==> src/rtl/hilo_pkg.sv <==
// Shared definitions for the HI/LO multiply sequencer: default width,
// operation codes and the sequencer state encoding.
package hilo_pkg;

    localparam int WIDTH_DEF = 32;

    localparam logic [2:0] OP_MULT  = 3'b000;
    localparam logic [2:0] OP_MULTU = 3'b001;
    localparam logic [2:0] OP_MADD  = 3'b010;
    localparam logic [2:0] OP_MSUB  = 3'b011;
    localparam logic [2:0] OP_MTHI  = 3'b100;
    localparam logic [2:0] OP_MTLO  = 3'b101;

    typedef enum logic [1:0] {
        IDLE   = 2'd0,
        RUN    = 2'd1,
        COMMIT = 2'd2
    } state_t;

    // MULTU is the only multiply that treats its operands as unsigned.
    function automatic logic is_signed_op(input logic [2:0] op);
        return (op == OP_MULT) || (op == OP_MADD) || (op == OP_MSUB);
    endfunction

endpackage

==> src/rtl/shift_add_mul_step.sv <==
// One radix-2 shift-add iteration. The product register starts as
// {0, multiplier}; each step conditionally adds the multiplicand into the
// upper half and shifts the whole register right by one, so after WIDTH
// steps it holds the full 2*WIDTH-bit unsigned product.
module shift_add_mul_step #(
    parameter int WIDTH = 32
) (
    input  logic [2*WIDTH-1:0] prod,
    input  logic [WIDTH-1:0]   mcand,
    output logic [2*WIDTH-1:0] prod_next
);

    logic [WIDTH:0] sum;

    // Add the multiplicand when the current multiplier bit is set, then shift.
    always_comb begin
        sum       = {1'b0, prod[2*WIDTH-1:WIDTH]} + (prod[0] ? {1'b0, mcand} : '0);
        prod_next = {sum, prod[WIDTH-1:1]};
    end

endmodule

==> src/rtl/hilo_mul_sequencer.sv <==
// Multi-cycle HI/LO multiply controller. Owns the architectural HI/LO
// registers, runs MULT/MULTU/MADD/MSUB as a STEPS-cycle shift-add on operand
// magnitudes and stalls MFHI/MFLO readers while a result is pending.
//
//   state  | meaning
//   -------+-----------------------------------------------------------
//   IDLE   | no operation in flight; Start accepted, MTHI/MTLO applied
//   RUN    | one multiplier bit consumed per cycle
//   COMMIT | sign fix-up and HI/LO write (or accumulate), Done next cycle
module hilo_mul_sequencer
    import hilo_pkg::*;
#(
    parameter int WIDTH = WIDTH_DEF,
    parameter int STEPS = WIDTH
) (
    input  logic             Clk,
    input  logic             Reset,
    input  logic             Start,
    input  logic [2:0]       Op,
    input  logic [WIDTH-1:0] A,
    input  logic [WIDTH-1:0] B,
    input  logic             Flush,
    input  logic             ReadHiLo,
    output logic             Busy,
    output logic             Done,
    output logic             Stall,
    output logic [WIDTH-1:0] Hi,
    output logic [WIDTH-1:0] Lo
);

    localparam int CNT_W = (STEPS > 1) ? $clog2(STEPS) : 1;
    localparam logic [CNT_W-1:0] LAST = CNT_W'(STEPS - 1);

    state_t               state;
    logic [CNT_W-1:0]     cnt;
    logic [WIDTH-1:0]     mcand;
    logic [2*WIDTH-1:0]   prod;
    logic [2*WIDTH-1:0]   prod_next;
    logic                 neg;
    logic [2:0]           op_q;
    logic [WIDTH-1:0]     hi_q;
    logic [WIDTH-1:0]     lo_q;
    logic                 done_q;

    logic                 op_signed;
    logic [WIDTH-1:0]     mag_a;
    logic [WIDTH-1:0]     mag_b;
    logic [2*WIDTH-1:0]   prod_signed;
    logic [2*WIDTH-1:0]   commit_val;

    shift_add_mul_step #(.WIDTH(WIDTH)) u_step (
        .prod      (prod),
        .mcand     (mcand),
        .prod_next (prod_next)
    );

    // Operand magnitudes for the request on the inputs; 0x80..0 stays 2^(W-1) unsigned.
    always_comb begin
        op_signed = is_signed_op(Op);
        mag_a     = (op_signed && A[WIDTH-1]) ? (~A + 1'b1) : A;
        mag_b     = (op_signed && B[WIDTH-1]) ? (~B + 1'b1) : B;
    end

    // Signed fix-up of the finished product and the accumulate/overwrite choice.
    always_comb begin
        prod_signed = neg ? (~prod + 1'b1) : prod;
        case (op_q)
            OP_MADD: commit_val = {hi_q, lo_q} + prod_signed;
            OP_MSUB: commit_val = {hi_q, lo_q} - prod_signed;
            default: commit_val = prod_signed;
        endcase
    end

    // Sequencer FSM with the HI/LO registers; Flush always wins over commit.
    always_ff @(posedge Clk) begin
        if (!Reset) begin
            state  <= IDLE;
            cnt    <= '0;
            mcand  <= '0;
            prod   <= '0;
            neg    <= 1'b0;
            op_q   <= OP_MULT;
            hi_q   <= '0;
            lo_q   <= '0;
            done_q <= 1'b0;
        end else begin
            done_q <= 1'b0;
            case (state)
                IDLE: begin
                    if (Start && !Flush) begin
                        if (!Op[2]) begin
                            state <= RUN;
                            mcand <= mag_a;
                            // Low half doubles as the multiplier shift register.
                            prod  <= {{WIDTH{1'b0}}, mag_b};
                            neg   <= op_signed & (A[WIDTH-1] ^ B[WIDTH-1]);
                            op_q  <= Op;
                            cnt   <= '0;
                        end else if (Op == OP_MTHI) begin
                            hi_q <= A;
                        end else if (Op == OP_MTLO) begin
                            lo_q <= A;
                        end
                    end
                end
                RUN: begin
                    if (Flush) begin
                        state <= IDLE;
                    end else begin
                        prod <= prod_next;
                        cnt  <= cnt + CNT_W'(1);
                        if (cnt == LAST) begin
                            state <= COMMIT;
                        end
                    end
                end
                COMMIT: begin
                    state <= IDLE;
                    if (!Flush) begin
                        {hi_q, lo_q} <= commit_val;
                        done_q       <= 1'b1;
                    end
                end
                default: state <= IDLE;
            endcase
        end
    end

    assign Busy  = (state != IDLE);
    assign Stall = ReadHiLo & Busy;
    assign Done  = done_q;
    assign Hi    = hi_q;
    assign Lo    = lo_q;

endmodule

==> config.mk <==
export PLATFORM = sky130hd
export DESIGN_NAME = hilo_mul_sequencer
export DESIGN_NICKNAME = d
export VERILOG_FILES = /design/src/rtl/hilo_pkg.sv /design/src/rtl/shift_add_mul_step.sv /design/src/rtl/hilo_mul_sequencer.sv
export SDC_FILE = /design/constraint.sdc
export NUM_CORES = 1
export LEC_CHECK = 0
export BUFFER_PORTS_ARGS = -buffer_cell sky130_fd_sc_hd__buf_2
export CORE_MARGIN = 4
export CORE_UTILIZATION = 25
export DETAILED_ROUTE_END_ITERATION = 6
export GPL_ROUTABILITY_DRIVEN = 1
export GPL_TIMING_DRIVEN = 0
export PLACE_DENSITY_LB_ADDON = 0.12
export SETUP_SLACK_MARGIN = 0.2
export SYNTH_ARGS = -nofsm -noshare
export SYNTH_HDL_FRONTEND = slang
export SYNTH_SLANG_ARGS = --single-unit
export TNS_END_PERCENT = 30
==> constraint.sdc <==
create_clock -name Clk -period 15.6 [get_ports Clk]
set_input_delay 0.78 -clock Clk [delete_from_list [all_inputs] [get_ports Clk]]
set_output_delay 0.78 -clock Clk [all_outputs]
set_load 0.02 [all_outputs]
### Yosys cells after proc, flatten, opt, wreduce, memory -nomap -nowiden

Cells that the tools add are included.

* output and inout bits: 67
* input port bits: 72
* bits in registers: 171
* word-level logic and storage cells: 88

* reductions and logical operators: 17
* add/subtract/negate cells: 7
* muxes and demuxes: 30
* bitwise operators: 7
* equality and inequality tests: 18

Operators with widths (number)
* 2-to-1 mux 32 bit: 12
* 2-to-1 mux 64 bit: 4
* one-hot mux 64 bit (2 select lines): 2
* one-hot mux 32 bit (2 select lines): 2
* adder 32 x 1 -> 32 bit (second input constant): 2
* adder 64 x 1 -> 64 bit (second input constant): 1
* adder 64 bit: 1
* inverter 32 bit: 2
* inverter 64 bit: 1
* subtractor 64 bit: 1
* adder 32 x 33 -> 33 bit: 1
* != test 2 bit (second input constant): 8
* 2-to-1 mux 5 bit: 3
* one-hot mux 5 bit (2 select lines): 1
* 2-to-1 mux 2 bit: 4
* equality test 2 bit (second input constant): 3
* equality test 3 x 2 -> 1 bit (second input constant): 2
* equality test 3 bit (second input constant): 2
* AND reduction 3 bit: 2
* AND reduction 6 bit: 1
* nonzero test 2 bit: 3
* adder 5 x 1 -> 5 bit (second input constant): 1
* equality test 5 bit (second input constant): 1
* AND reduction 5 bit: 1
* other kinds (14): 18

### Logic depth before layout (Yosys ltp)

Gate-level depths: netlist (run 1).

* word-level depth: 8
* depth in mapped cells: 28
* gate-level depth less buffers: 27

### Modules after synthesis

A second synthesis (run 1) with hierarchy kept.

* cell total of the unflattened synthesis: 2596
* area total of the unflattened synthesis: 18388.9 µm²

By module, submodules not included
* hilo_mul_sequencer: cells an instance 2266, sequential area each 3423.3 µm², times used 1, area each 16075.4 µm²
* shift_add_mul_step: cells an instance 330, sequential area each 0.0 µm², times used 1, area each 2313.5 µm²

### Least setup slack after synthesis (run 1)

Ideal clock, no wire load.

* path kind: register to register
* from: reg prod[0]
* to: reg hi_q[30], in the netlist Hi[30]
* setup time: 117 ps
* buffers on the path: 2
* setup slack: 9425 ps
* data arrival time: 6058 ps
* cell stages (with the launch flop): 25
* period minus slack after synthesis: 6175 ps
* required time: 15483 ps
* cells stage by stage: dfxtp_1 clkbuf_1 inv_1 ha_1 or4b_4 nor4_4 a41o_1 xor2_1 nand2_1 nor4_1 and4bb_1 or4b_1 o21ai_0 xor2_1 ha_1 clkbuf_1 nand4_1 or3_1 a2111oi_0 nor3_1 o31ai_1 nand4_1 o31ai_1 o21ai_0 a22o_1

* cells in the longest elaborated chain, start to end: 7
* elaborated cells between the ends (all ways): 8
* those cells by class: add/sub (3); mux (4); bitwise (1)

RTL lines
* start, declared: RTL line hilo_mul_sequencer.sv:37 `logic [2*WIDTH-1:0] prod;`
* start signal, assigned: RTL line hilo_mul_sequencer.sv:95 `prod <= {{WIDTH{1'b0}}, mag_b};`
* start signal, assigned: RTL line hilo_mul_sequencer.sv:110 `prod <= prod_next;`
* inverter 64 bit: RTL line hilo_mul_sequencer.sv:66 `prod_signed = neg ? (~prod + 1'b1) : prod;`
* adder 64 x 1 -> 64 bit: RTL line hilo_mul_sequencer.sv:66
* 2-to-1 mux 64 bit (*): RTL line hilo_mul_sequencer.sv:66
* subtractor 64 bit / adder 64 bit (equally long branches): RTL line hilo_mul_sequencer.sv:69, hilo_mul_sequencer.sv:68
* one-hot mux 64 bit (2 select lines) (*): RTL line hilo_mul_sequencer.sv:67 `case (op_q)`
* 2-to-1 mux 32 bit (*): RTL line hilo_mul_sequencer.sv:119 `if (!Flush) begin`
* one-hot mux 32 bit (2 select lines) (*): RTL line hilo_mul_sequencer.sv:88 `case (state)`
* end signal, assigned: RTL line hilo_mul_sequencer.sv:120 `{hi_q, lo_q} <= commit_val;`
* end, declared: RTL line hilo_mul_sequencer.sv:41 `logic [WIDTH-1:0] hi_q;`

Every way passes the cells marked *; elsewhere a longest branch is shown, timed or not. The select of a mux whose other input is x is not followed.
A chain may end at the register's enable or synchronous reset.

### Final worst setup path (run 1)

Ends and elaborated chain as after synthesis.

==> summary.json, run 1 <==
{
  "outcome": {"value": "finished, final reports clean"},
  "groute.usage.overall": {"value": 22.3, "unit": "%"},
  "final_nets": {"value": 2713},
  "grt_max_degree": {"value": 17},
  "criticalPathCategory": {"value": "reg2reg"},
  "timing.critical_path.buf_inv": {"value": 3},
  "inserted_clock_buffers": {"value": 17},
  "antenna_left": {"value": 0},
  "worstHoldPathType": {"value": "reg2reg"},
  "power.ir.vdd_worst": {"value": 93.8, "unit": "uV"},
  "worstReg2RegStart": {"value": "prod[0]"},
  "max_clock_freq": {"value": 114, "unit": "MHz"},
  "cp_slowest_cell": {"value": "sky130_fd_sc_hd__o31ai_1"},
  "crit_path_start_kind": {"value": "flip-flop"},
  "netlist_top_cells_area": {"value": "sky130_fd_sc_hd__dfxtp_1, sky130_fd_sc_hd__ha_1, sky130_fd_sc_hd__xor2_1, sky130_fd_sc_hd__a21oi_1, sky130_fd_sc_hd__nor2_1"},
  "synthesis.yosys.warnings": {"value": 0},
  "report.power.total": {"value": 1.51, "unit": "mW"},
  "timing.critical_path.max_delay_family": {"value": "simple AND/OR/NAND/NOR gates"},
  "route.final.wire_length": {"value": 84200, "unit": "um"},
  "die_area": {"value": 72800, "unit": "sq um"},
  "fp.coreArea": {"value": 67500, "unit": "sq um"},
  "power_frac_comb": {"value": 37.8, "unit": "%"},
  "detailedRoute.firstIterationViolations": {"value": 1624},
  "min-delay-start": {"value": "Hi[14]"},
  "p_seq_share": {"value": 30.4, "unit": "%"},
  "yosysTopAreaCellShare": {"value": 20.0, "unit": "%"},
  "clock-sinks": {"value": 171},
  "cts_hold_buffers": {"value": 0},
  "worst_slew_pin_slew": {"value": 1.26, "unit": "ns"},
  "cts_buffer_depth": {"value": 2},
  "synth-async-reset-ratio": {"value": 0, "unit": "%"},
  "port-buffer-count": {"value": 137},
  "power_per_cell_area": {"value": 77.3, "unit": "nW/um^2"},
  "detail_route.drc_violations": {"value": 0},
  "grt_pass1_vias": {"value": 17900},
  "cts.repair.resized": {"value": 0},
  "synth.lib_cells_used.distinct": {"value": 91},
  "num_io_pins": {"value": 139},
  "via_count": {"value": 18700},
  "hold_viol": {"value": 0},
  "gp_congestion": {"value": 0.951},
  "post_synth_inst_count": {"value": 2382},
  "clkPwrFrac": {"value": 31.8, "unit": "%"},
  "synth_seq_area_share": {"value": 20.0, "unit": "%"},
  "leakagePower": {"value": 8.10, "unit": "nW"},
  "tns": {"value": 0, "unit": "ns"},
  "synth_nets": {"value": 2557},
  "layout_cells_sized_above_1": {"value": 8.66, "unit": "%"},
  "fin_crit_sh": {"value": 56.2, "unit": "%"},
  "worst_skew_late_latency": {"value": 0.51, "unit": "ns"},
  "arrival": {"value": 9.17, "unit": "ns"},
  "minimum_clock_period_after_layout": {"value": 8.77, "unit": "ns"},
  "critPathCaptureType": {"value": "flip-flop"},
  "final_common_cell": {"value": "sky130_fd_sc_hd__nor2_1"},
  "area_leader_netlist": {"value": "sky130_fd_sc_hd__dfxtp_1"},
  "commonest_cells_after_routing_fill_and_taps_aside": {"value": "sky130_fd_sc_hd__nor2_1, sky130_fd_sc_hd__a21oi_1, sky130_fd_sc_hd__nand2_1, sky130_fd_sc_hd__dfxtp_1, sky130_fd_sc_hd__buf_2"},
  "power_report.internal_total": {"value": 0.883, "unit": "mW"},
  "final-max-slew-violation-count": {"value": 0},
  "areaGrowthSynthToFinish": {"value": 13.9, "unit": "%"},
  "antenna_cells_inserted": {"value": 0},
  "grt_first_pass_wirelength": {"value": 123000, "unit": "um"},
  "number_of_synthesized_flops_with_an_enable_pin": {"value": 0},
  "die_height": {"value": 270, "unit": "um"},
  "cts_setup_buffers": {"value": 0},
  "cts-root-buf": {"value": "sky130_fd_sc_hd__clkbuf_16"},
  "critPathMaxFanout": {"value": 10},
  "firstDrtPassIters": {"value": 6},
  "cts.htree.levels": {"value": 4},
  "antenna_found_initial": {"value": 1},
  "initial_core_util": {"value": 25.4, "unit": "%"},
  "cts.reportedPaths.clkPinSlew": {"value": 0.08, "unit": "ns"},
  "gr-total-overflow": {"value": 0},
  "critical_path.startpoint": {"value": "prod[0]"},
  "synth_area_per_cell": {"value": 7.20, "unit": "sq um"},
  "synth-main-ff-cell": {"value": "sky130_fd_sc_hd__dfxtp_1"},
  "die_w": {"value": 270, "unit": "um"},
  "critical_path.max_stage_delay": {"value": 0.82, "unit": "ns"},
  "rows": {"value": 95},
  "clock-skew-final": {"value": 0.0117, "unit": "ns"},
  "worst_ep_required_time": {"value": 16.00, "unit": "ns"},
  "tritoncts": {"value": "done"},
  "maxCapViolCount": {"value": 0},
  "post_drt_via_cell_ratio": {"value": 5.47},
  "dpl.hpwl": {"value": 69000, "unit": "um"},
  "setup_repair_after_global_routing_missed_its_margin": {"value": "false"},
  "timing.final.setup_violations": {"value": 0},
  "power.switching": {"value": 0.626, "unit": "mW"},
  "register_bit_count_reported_by_yosys": {"value": 171},
  "synth.cell_area": {"value": 17100, "unit": "sq um"},
  "max_slew_margin": {"value": 15.6, "unit": "%"},
  "swShare": {"value": 41.5, "unit": "%"},
  "wire_per_inst": {"value": 24.6, "unit": "um"}
}
## tightest hold or removal path: stages (launching register included)
cell,delay [ns]
sky130_fd_sc_hd__dfxtp_1,0.33
sky130_fd_sc_hd__nand2_1,0.06
sky130_fd_sc_hd__nand2_1,0.04
## layout make-up
type | instances | area (sq um)
clock buffer | 17 | 425
tap | 873 | 1090
inverter | 40 | 150
buffer | 153 | 592
timing repair buffer | 137 | 686
clock inverter | 15 | 186
sequential | 171 | 3420
fill | 7487 | 48000
multi-input combinational | 2018 | 13000
## metrics by stage
| stage | util (%) | std cells | hold slack, ns | instance area, sq um | setup WS (ns) |
|---|---|---|---|---|---|
| 2_1_floorplan | - | 2382 | 0.432 | 17100 | 9.43 |
| 3_3_place_gp | 28.0 | 3392 | 0.445 | 18900 | 6.91 |
| 3_5_place_dp | 28.0 | 3392 | 0.455 | 18900 | 6.99 |
| 4_1_cts | 28.9 | 3424 | 0.466 | 19500 | 6.95 |
| 5_1_grt | 28.9 | 3424 | 0.495 | 19500 | 6.48 |
| 6_report | 28.9 | 3424 | 0.464 | 19500 | 6.83 |
## worst paths after layout
check	cells after the start	slack (ns)	end
hold / removal	2	0.46	Hi[14]
hold reg to reg	2	0.46	Hi[14]
setup / recovery	28	6.83	Hi[30]
setup reg to reg	28	6.83	Hi[30]
## metal layers
metal,vias up,global-route usage (%),part of all wire [%]
met5,-,0,0
met2,666,34.7,44
met1,8889,31.2,47
met3,134,2.88,5.3
li1,9045,-,-
met4,0,9.06,4.1
## synth_stat cells (all sizes together), types with 61 or more instances
| cell | number |
|---|---|
| nor2 | 299 |
| a21oi | 230 |
| nand2 | 204 |
| dfxtp | 171 |
| xor2 | 143 |
| clkbuf | 139 |
| o21ai | 130 |
| xnor2 | 120 |
| ha | 101 |
| a211oi | 93 |
| a21o | 69 |
| nor3 | 65 |
| nand3 | 61 |
## state kept, by name, summed over array words and instances, names as in the netlist
name   cells
Done       1
neg        1
cnt        5
state      2
Hi        32
Lo        32
mcand     32
prod      64
op_q       2
## power groups by stage
stage	Combinational, mW	Sequential, mW	Clock [mW]
4_1_cts	0.561	0.458	0.495
2_1_floorplan	0.374	0.467	0
3_3_place_gp	0.561	0.468	0
3_5_place_dp	0.556	0.468	0
5_1_grt	0.617	0.460	0.508
6_report	0.571	0.459	0.480
## kinds of logic after synthesis
logic type | count (synthesis) | synth area share, %
multiplexers | 6 | 0.372
AND/OR/NAND/NOR | 881 | 25.0
buffers and inverters | 193 | 4.33
adder cells (fa/ha/maj) | 103 | 7.61
XOR/XNOR | 263 | 13.6
AO/OA/AOI/OAI | 765 | 29.1
flip-flops | 171 | 20.0
No activity file was read; power rests on OpenSTA's default activity.
==> run 2: changes to the inputs <==
Clock period 15.6 ns to 9.1 ns, I/O delays scaled along.
==> run 2 against run 1 <==
Net effect:
- clock skew up 0.0029 ns
- via count about the same
- worst hold slack worse by 0.16 ns
- flip-flop and latch count unchanged
- non-clock buffer count unchanged
- critical endpoint unchanged
- die area unchanged
- cell count unchanged
- clock power up 72%
==> summary.json, run 2 (synthesis gave the netlist of run 1 again) <==
{
  "outcome": {"value": "finished, final reports clean"},
  "final_common_cell": {"value": "sky130_fd_sc_hd__nor2_1"},
  "final_nets": {"value": 2713, "change": "unchanged"},
  "largest_register_ffs": {"value": 64, "change": "unchanged"},
  "tritoncts": {"value": "done"},
  "layout_cells_sized_above_1": {"value": 8.70, "unit": "%", "change": "+0.039 points"},
  "hold-path-cell-count": {"value": 3, "change": "+1"},
  "critPathCaptureType": {"value": "flip-flop"},
  "cts-root-buf": {"value": "sky130_fd_sc_hd__clkbuf_16"},
  "die_area": {"value": 72800, "unit": "sq um", "change": "unchanged"},
  "minimum_clock_period_after_layout": {"value": 8.50, "unit": "ns", "change": "-0.266 ns"},
  "antenna_cells_inserted": {"value": 0, "change": "unchanged"},
  "fp.coreArea": {"value": 67500, "unit": "sq um", "change": "unchanged"},
  "groute.usage.overall": {"value": 22.3, "unit": "%", "change": "unchanged"},
  "max_clock_freq": {"value": 118, "unit": "MHz", "change": "+3.1%"},
  "regToRegEndpoint": {"value": "Hi[30]"},
  "rows": {"value": 95, "change": "unchanged"},
  "fin_worst_hold_slack": {"value": 0.304, "unit": "ns", "change": "-0.160 ns"},
  "final-max-slew-violation-count": {"value": 0, "change": "unchanged"},
  "power_per_cell_area": {"value": 132, "unit": "nW/um^2", "change": "+71%"},
  "grt_max_degree": {"value": 17, "change": "unchanged"},
  "cp_slowest_cell": {"value": "sky130_fd_sc_hd__a2111oi_0"},
  "gr-total-overflow": {"value": 0, "change": "unchanged"},
  "hold_viol": {"value": 0, "change": "unchanged"},
  "dpl.hpwl": {"value": 69000, "unit": "um", "change": "unchanged"},
  "worst-r2r-setup-slack": {"value": 0.60, "unit": "ns", "change": "-6.23 ns"},
  "fin_crit_sh": {"value": 93.4, "unit": "%", "change": "+37 points"},
  "worst_r2r_path_depth": {"value": 28, "change": "unchanged"},
  "inserted_clock_buffers": {"value": 17, "change": "unchanged"},
  "post_drt_via_cell_ratio": {"value": 5.48, "change": "about the same"},
  "power.ir.vdd_worst": {"value": 160, "unit": "uV", "change": "+71%"},
  "cts.reportedPaths.clkPinSlew": {"value": 0.08, "unit": "ns", "change": "about the same"},
  "cts.htree.levels": {"value": 4, "change": "unchanged"},
  "commonest_cells_after_routing_fill_and_taps_aside": {"value": "sky130_fd_sc_hd__nor2_1, sky130_fd_sc_hd__a21oi_1, sky130_fd_sc_hd__nand2_1, sky130_fd_sc_hd__dfxtp_1, sky130_fd_sc_hd__buf_2"},
  "critPathMaxFanout": {"value": 10, "change": "unchanged"},
  "antenna_left": {"value": 0, "change": "unchanged"},
  "arrival": {"value": 8.91, "unit": "ns", "change": "-0.26 ns"},
  "num_io_pins": {"value": 139, "change": "unchanged"},
  "leakagePower": {"value": 8.10, "unit": "nW", "change": "about the same"},
  "crit_path_start_kind": {"value": "flip-flop"},
  "crit_path_frequent_cell": {"value": "sky130_fd_sc_hd__a21oi_1"},
  "max_slew_margin": {"value": 14.2, "unit": "%", "change": "-1.3 points"},
  "criticalPathCategory": {"value": "reg2reg"},
  "firstDrtPassIters": {"value": 6, "change": "unchanged"},
  "clock-skew-final": {"value": 0.0146, "unit": "ns", "change": "+0.00292 ns"},
  "maxCapViolCount": {"value": 0, "change": "unchanged"},
  "areaGrowthSynthToFinish": {"value": 14.0, "unit": "%", "change": "about the same"},
  "critical_path.max_stage_delay": {"value": 0.66, "unit": "ns", "change": "-0.16 ns"},
  "port-buffer-count": {"value": 137, "change": "unchanged"},
  "clock-sinks": {"value": 171, "change": "unchanged"},
  "wire_per_inst": {"value": 24.6, "unit": "um", "change": "about the same"},
  "initial_core_util": {"value": 25.4, "unit": "%", "change": "unchanged"},
  "finalCoreUtilization": {"value": 28.9, "unit": "%", "change": "about the same"},
  "timing.final.setup_violations": {"value": 0, "change": "unchanged"},
  "worst_skew_late_latency": {"value": 0.51, "unit": "ns", "change": "about the same"},
  "min-delay-start": {"value": "A[0]"},
  "cts_hold_buffers": {"value": 0, "change": "unchanged"},
  "grt_pass1_vias": {"value": 17900, "change": "unchanged"},
  "hold_end": {"value": "mcand[0]"},
  "cts_buffer_depth": {"value": 2, "change": "unchanged"},
  "worstReg2RegStart": {"value": "prod[0]"},
  "gp_congestion": {"value": 0.951, "change": "unchanged"},
  "antenna_found_initial": {"value": 1, "change": "unchanged"},
  "die_height": {"value": 270, "unit": "um", "change": "unchanged"},
  "via_count": {"value": 18800, "change": "+0.091%"},
  "route.final.wire_length": {"value": 84100, "unit": "um", "change": "about the same"},
  "fill_cells": {"value": 7487, "change": "unchanged"},
  "setup_repair_after_global_routing_missed_its_margin": {"value": "true"},
  "worst_ep_required_time": {"value": 9.50, "unit": "ns", "change": "-6.50 ns"},
  "grt_first_pass_wirelength": {"value": 123000, "unit": "um", "change": "unchanged"},
  "detailedRoute.firstIterationViolations": {"value": 1659, "change": "+2.2%"},
  "detail_route.drc_violations": {"value": 0, "change": "unchanged"},
  "worst_slew_pin_slew": {"value": 1.28, "unit": "ns", "change": "+0.0197 ns"},
  "die_w": {"value": 270, "unit": "um", "change": "unchanged"},
  "worstHoldPathType": {"value": "in2reg"},
  "largest-register": {"value": "prod"},
  "tns": {"value": 0, "unit": "ns", "change": "unchanged"}
}
-- run 2: layer usage --
metal,global-route usage (%),vias to the layer above,share of wire [%]
li1,-,9036,-
met5,0,-,0
met3,2.88,131,5.5
met4,9.06,0,4.1
met2,34.7,674,44
met1,31.2,8910,47
-- run 2: layout make-up --
cell class,instances,area (sq um),share of cell area (%)
buffer,153,592,3.03
multi-input combinational,2018,13000,66.4
clock buffer,17,425,2.18
tap,873,1090,5.59
sequential,171,3420,17.5
inverter,40,150,0.768
timing repair buffer,137,686,3.51
clock inverter,15,186,0.954
-- run 2: worst max-delay path by stage --
stage,start,to,slack (ns),depth (start not counted)
4_1_cts,neg,Hi[30],0.45,23
6_report,prod[0],Hi[30],0.60,28
3_3_place_gp,prod[0],Hi[30],0.41,28
2_1_floorplan,prod[0],Hi[30],2.93,24
5_1_grt,prod[0],Hi[31],0.11,28
3_5_place_dp,neg,Hi[30],0.49,23
-- run 2: critical path, delay by kind of cell, from the launching register on --
kind / cells / cell delay, ns
and+or+nand+nor: 12 / 3.02
AOI/OAI and AO/OA: 9 / 2.75
buffers and inverters: 3 / 0.93
adders and majority gates: 2 / 0.66
xor gates and xnor gates: 2 / 0.66
DFF: 1 / 0.40
-- run 2: what timing repair did --
action	CTS	global route
gates resized for setup	0	1
setup endpoints to repair	0	4
buffers inserted	0	0
-- run 2: report_power, final --
group	total (mW)	switching, mW	internal (mW)
clock network	0.824	0.387	0.437
registers	0.786	0.0191	0.767
logic	0.978	0.668	0.310
total	2.59	1.07	1.51
-- run 2: metrics by stage --
stage / power (mW) / setup slack (ns) / cell area (sq um) / std cells
floorplan: 1.44 / 2.93 / 17100 / 2382
global placement: 1.76 / 0.407 / 18900 / 3392
detailed placement: 1.76 / 0.492 / 18900 / 3392
CTS: 2.60 / 0.452 / 19500 / 3424
global route: 2.72 / 0.112 / 19500 / 3424
finish: 2.59 / 0.596 / 19500 / 3424
==> run 3: changes to the inputs <==
Settings changed: CORE_UTILIZATION 25 to 56.
==> run 3 against run 2 <==
Net effect:
- the run now ends with design-rule violations left
- combinational power is 0.6% lower
- sequential power is essentially flat
- largest cell class unchanged
- critical path type unchanged
- sequential share of layout area is 0.58 points higher
==> summary.json, run 3 (synthesis gave the netlist of run 1 again) <==
{
  "die_height": {"value": 183, "unit": "um", "change": "-32%"},
  "worst_r2r_path_depth": {"value": 25, "change": "-11%"},
  "final_common_cell": {"value": "sky130_fd_sc_hd__nor2_1"},
  "arrival": {"value": 8.82, "unit": "ns", "change": "-0.09 ns"},
  "stdcell_area": {"value": 18900, "unit": "sq um", "change": "-3.2%"},
  "violations": {"value": "design-rule violations"},
  "inserted_clock_buffers": {"value": 17, "change": "unchanged"},
  "detail_route.drc_violations": {"value": 4, "change": "+4"},
  "worst_ep_required_time": {"value": 9.46, "unit": "ns", "change": "-0.04 ns"},
  "grt_first_pass_wirelength": {"value": 103000, "unit": "um", "change": "-16%"},
  "hold_end": {"value": "op_q[1]"},
  "power_frac_comb": {"value": 38.5, "unit": "%", "change": "+0.7 points"},
  "regToRegEndpoint": {"value": "Hi[30]"},
  "num_io_pins": {"value": 139, "change": "unchanged"},
  "power.switching": {"value": 1.07, "unit": "mW", "change": "about the same"},
  "hold_viol": {"value": 0, "change": "unchanged"},
  "cts_buffer_depth": {"value": 2, "change": "unchanged"},
  "largest-register": {"value": "prod"},
  "via_count": {"value": 19400, "change": "+3.7%"},
  "detailedRoute.firstIterationViolations": {"value": 2645, "change": "+59%"},
  "grt_max_degree": {"value": 20, "change": "+3"},
  "antenna_found_initial": {"value": 0, "change": "-1"},
  "clock-skew-final": {"value": 0.0250, "unit": "ns", "change": "+0.0104 ns"},
  "leakagePower": {"value": 8.08, "unit": "nW", "change": "-0.26%"},
  "final_nets": {"value": 2713, "change": "unchanged"},
  "worst_slew_pin_slew": {"value": 1.12, "unit": "ns", "change": "-0.160 ns"},
  "post-place-cells": {"value": 2909, "change": "-14%"},
  "wire_per_inst": {"value": 23.4, "unit": "um", "change": "-4.6%"},
  "timing.critical_path.buf_inv": {"value": 2, "change": "-1"},
  "criticalPathCategory": {"value": "reg2reg"},
  "crit_path_start_kind": {"value": "flip-flop"},
  "post-place-ws": {"value": 1.00, "unit": "ns", "change": "+0.510 ns"},
  "outcome": {"value": "complete, but fails checks"},
  "worstReg2RegStart": {"value": "prod[0]"},
  "areaGrowthSynthToFinish": {"value": 10.3, "unit": "%"},
  "cts.repair.resized": {"value": 0, "change": "unchanged"},
  "critPathMaxFanout": {"value": 10, "change": "unchanged"},
  "cts_hold_buffers": {"value": 0, "change": "unchanged"},
  "antenna_left": {"value": 0, "change": "unchanged"},
  "worst_skew_late_latency": {"value": 0.48, "unit": "ns", "change": "-0.03 ns"},
  "commonest_cells_after_routing_fill_and_taps_aside": {"value": "sky130_fd_sc_hd__nor2_1, sky130_fd_sc_hd__a21oi_1, sky130_fd_sc_hd__nand2_1, sky130_fd_sc_hd__dfxtp_1, sky130_fd_sc_hd__buf_2"},
  "gr-total-overflow": {"value": 0, "change": "unchanged"},
  "largest_register_ffs": {"value": 64, "change": "unchanged"},
  "worst-r2r-setup-slack": {"value": 0.64, "unit": "ns", "change": "+0.05 ns"},
  "grt_pass1_vias": {"value": 17400, "change": "-2.8%"},
  "layout_cells_sized_above_1": {"value": 8.66, "unit": "%", "change": "-0.039 points"},
  "cts.reportedPaths.clkPinSlew": {"value": 0.09, "unit": "ns", "change": "about the same"},
  "firstDrtPassIters": {"value": 7, "change": "+1"},
  "worst_slack": {"value": 0.644, "unit": "ns", "change": "+0.0479 ns"},
  "max_clock_freq": {"value": 118, "unit": "MHz", "change": "+0.57%"},
  "port-buffer-count": {"value": 137, "change": "unchanged"},
  "multiInputGateArea": {"value": 13000, "unit": "sq um", "change": "about the same"},
  "fill_cells": {"value": 2781, "change": "-63%"},
  "antenna_cells_inserted": {"value": 0, "change": "unchanged"},
  "fin_crit_sh": {"value": 92.9, "unit": "%", "change": "-0.53 points"},
  "fp.coreArea": {"value": 30000, "unit": "sq um", "change": "-56%"},
  "met2_length": {"value": 27900, "unit": "um", "change": "-24%"},
  "p_seq_share": {"value": 31.1, "unit": "%", "change": "+0.7 points"},
  "groute.usage.overall": {"value": 39.5, "unit": "%", "change": "+17 points"},
  "layout.cells.non_filler": {"value": 2941, "change": "-14%"},
  "cts-root-buf": {"value": "sky130_fd_sc_hd__clkbuf_16"},
  "maxCapViolCount": {"value": 0, "change": "unchanged"},
  "cp_slowest_cell": {"value": "sky130_fd_sc_hd__o31ai_1"},
  "route.final.wire_length": {"value": 68900, "unit": "um", "change": "-18%"},
  "clock-sinks": {"value": 171, "change": "unchanged"},
  "die_w": {"value": 183, "unit": "um", "change": "-32%"},
  "power_report.internal_total": {"value": 1.45, "unit": "mW", "change": "-4.3%"},
  "timing.final.setup_violations": {"value": 0, "change": "unchanged"},
  "power.ir.vdd_worst": {"value": 143, "unit": "uV", "change": "-11%"},
  "worstHoldPathType": {"value": "in2reg"},
  "cts.htree.levels": {"value": 4, "change": "unchanged"},
  "power_per_cell_area": {"value": 133, "unit": "nW/um^2", "change": "+0.74%"},
  "dpl.hpwl": {"value": 55400, "unit": "um", "change": "-20%"},
  "hold-path-cell-count": {"value": 3, "change": "unchanged"},
  "clkPwrFrac": {"value": 30.4, "unit": "%", "change": "-1.4 points"},
  "gp_congestion": {"value": 1.03, "change": "+8.5%"},
  "minimum_clock_period_after_layout": {"value": 8.46, "unit": "ns", "change": "-0.0479 ns"},
  "critical_path.max_stage_delay": {"value": 0.79, "unit": "ns", "change": "+0.13 ns"},
  "max_slew_margin": {"value": 25.0, "unit": "%", "change": "+11 points"},
  "tritoncts": {"value": "done"},
  "post_drt_via_cell_ratio": {"value": 6.61, "change": "+21%"},
  "rows": {"value": 63, "change": "-34%"},
  "route.top_layer_used": {"value": "met4"},
  "placed_area": {"value": 18300, "unit": "sq um", "change": "-3.2%"},
  "tns": {"value": 0, "unit": "ns", "change": "unchanged"},
  "critPathCaptureType": {"value": "flip-flop"},
  "route.layer.met1.wl": {"value": 29200, "unit": "um", "change": "-26%"},
  "die_area": {"value": 33500, "unit": "sq um", "change": "-54%"},
  "swShare": {"value": 42.6, "unit": "%", "change": "+1.1 points"},
  "initial_core_util": {"value": 57.2, "unit": "%", "change": "+32 points"},
  "sequential_cell_area": {"value": 3420, "unit": "sq um", "change": "unchanged"},
  "cts_setup_buffers": {"value": 0, "change": "unchanged"},
  "final-max-slew-violation-count": {"value": 0, "change": "unchanged"},
  "timing.critical_path.max_delay_family": {"value": "simple AND/OR/NAND/NOR gates"},
  "min-delay-start": {"value": "Op[1]"},
  "setup_repair_after_global_routing_missed_its_margin": {"value": "false"},
  "routed-wl-met3": {"value": 7820, "unit": "um", "change": "+68%"}
}
## run 3: cell types whose count changed in the layout (fill, tap and decap cells not counted), sizes merged
| cell | previous run | this run |
|---|---|---|
| bufinv | 3 | 0 |
| clkinv | 6 | 3 |
| clkinvlp | 0 | 2 |
| inv | 46 | 50 |
## run 3: layout make-up
type                    count  area share [%]
well taps                 390            2.58
repair buffers            137            3.63
plain buffers             153            3.13
inverters                  40           0.794
clock buffers              17            2.25
multi-input cells        2018            68.6
flip-flops and latches    171            18.1
clock inverters            15           0.880
## run 3: stage by stage
stage | utilization [%] | power, mW | hold slack (ns)
detailed placement | 61.1 | 1.72 | 0.453
global route | 63.1 | 2.61 | 0.280
floorplan | - | 1.44 | 0.432
global placement | 61.1 | 1.72 | 0.443
CTS | 63.1 | 2.48 | 0.273
finish | 63.1 | 2.52 | 0.280
## run 3: power groups by stage
stage / logic (mW) / registers [mW] / clock network [mW]
after floorplan: 0.640 / 0.800 / 0
after CTS: 0.929 / 0.783 / 0.765
after global routing: 1.03 / 0.786 / 0.794
after detailed placement: 0.922 / 0.801 / 0
after global placement: 0.916 / 0.800 / 0
final: 0.972 / 0.784 / 0.767
## run 3: worst max-delay path by stage
stage / startpoint / endpoint / slack [ns] / depth (start not counted)
finish: prod[0] / Hi[30] / 0.64 / 25
global route: prod[0] / Hi[30] / 0.35 / 25
CTS: prod[0] / Hi[30] / 0.94 / 25
detailed placement: prod[0] / Hi[30] / 1.00 / 25
global placement: prod[0] / Hi[30] / 1.02 / 25
floorplan: prod[0] / Hi[30] / 2.93 / 24
## run 3: metal layers
layer  vias to the layer above  global-route usage, %
li1                       9018                      -
met1                      8973                   55.9
met2                      1243                   57.2
met3                       210                   8.09
met4                         0                   19.0
met5                         -                      0
## run 3: tightest hold or removal path, cell delays in order
cell and delay, ns:
sky130_fd_sc_hd__buf_2 0.15, sky130_fd_sc_hd__nand2_1 0.07, sky130_fd_sc_hd__a21oi_1 0.05
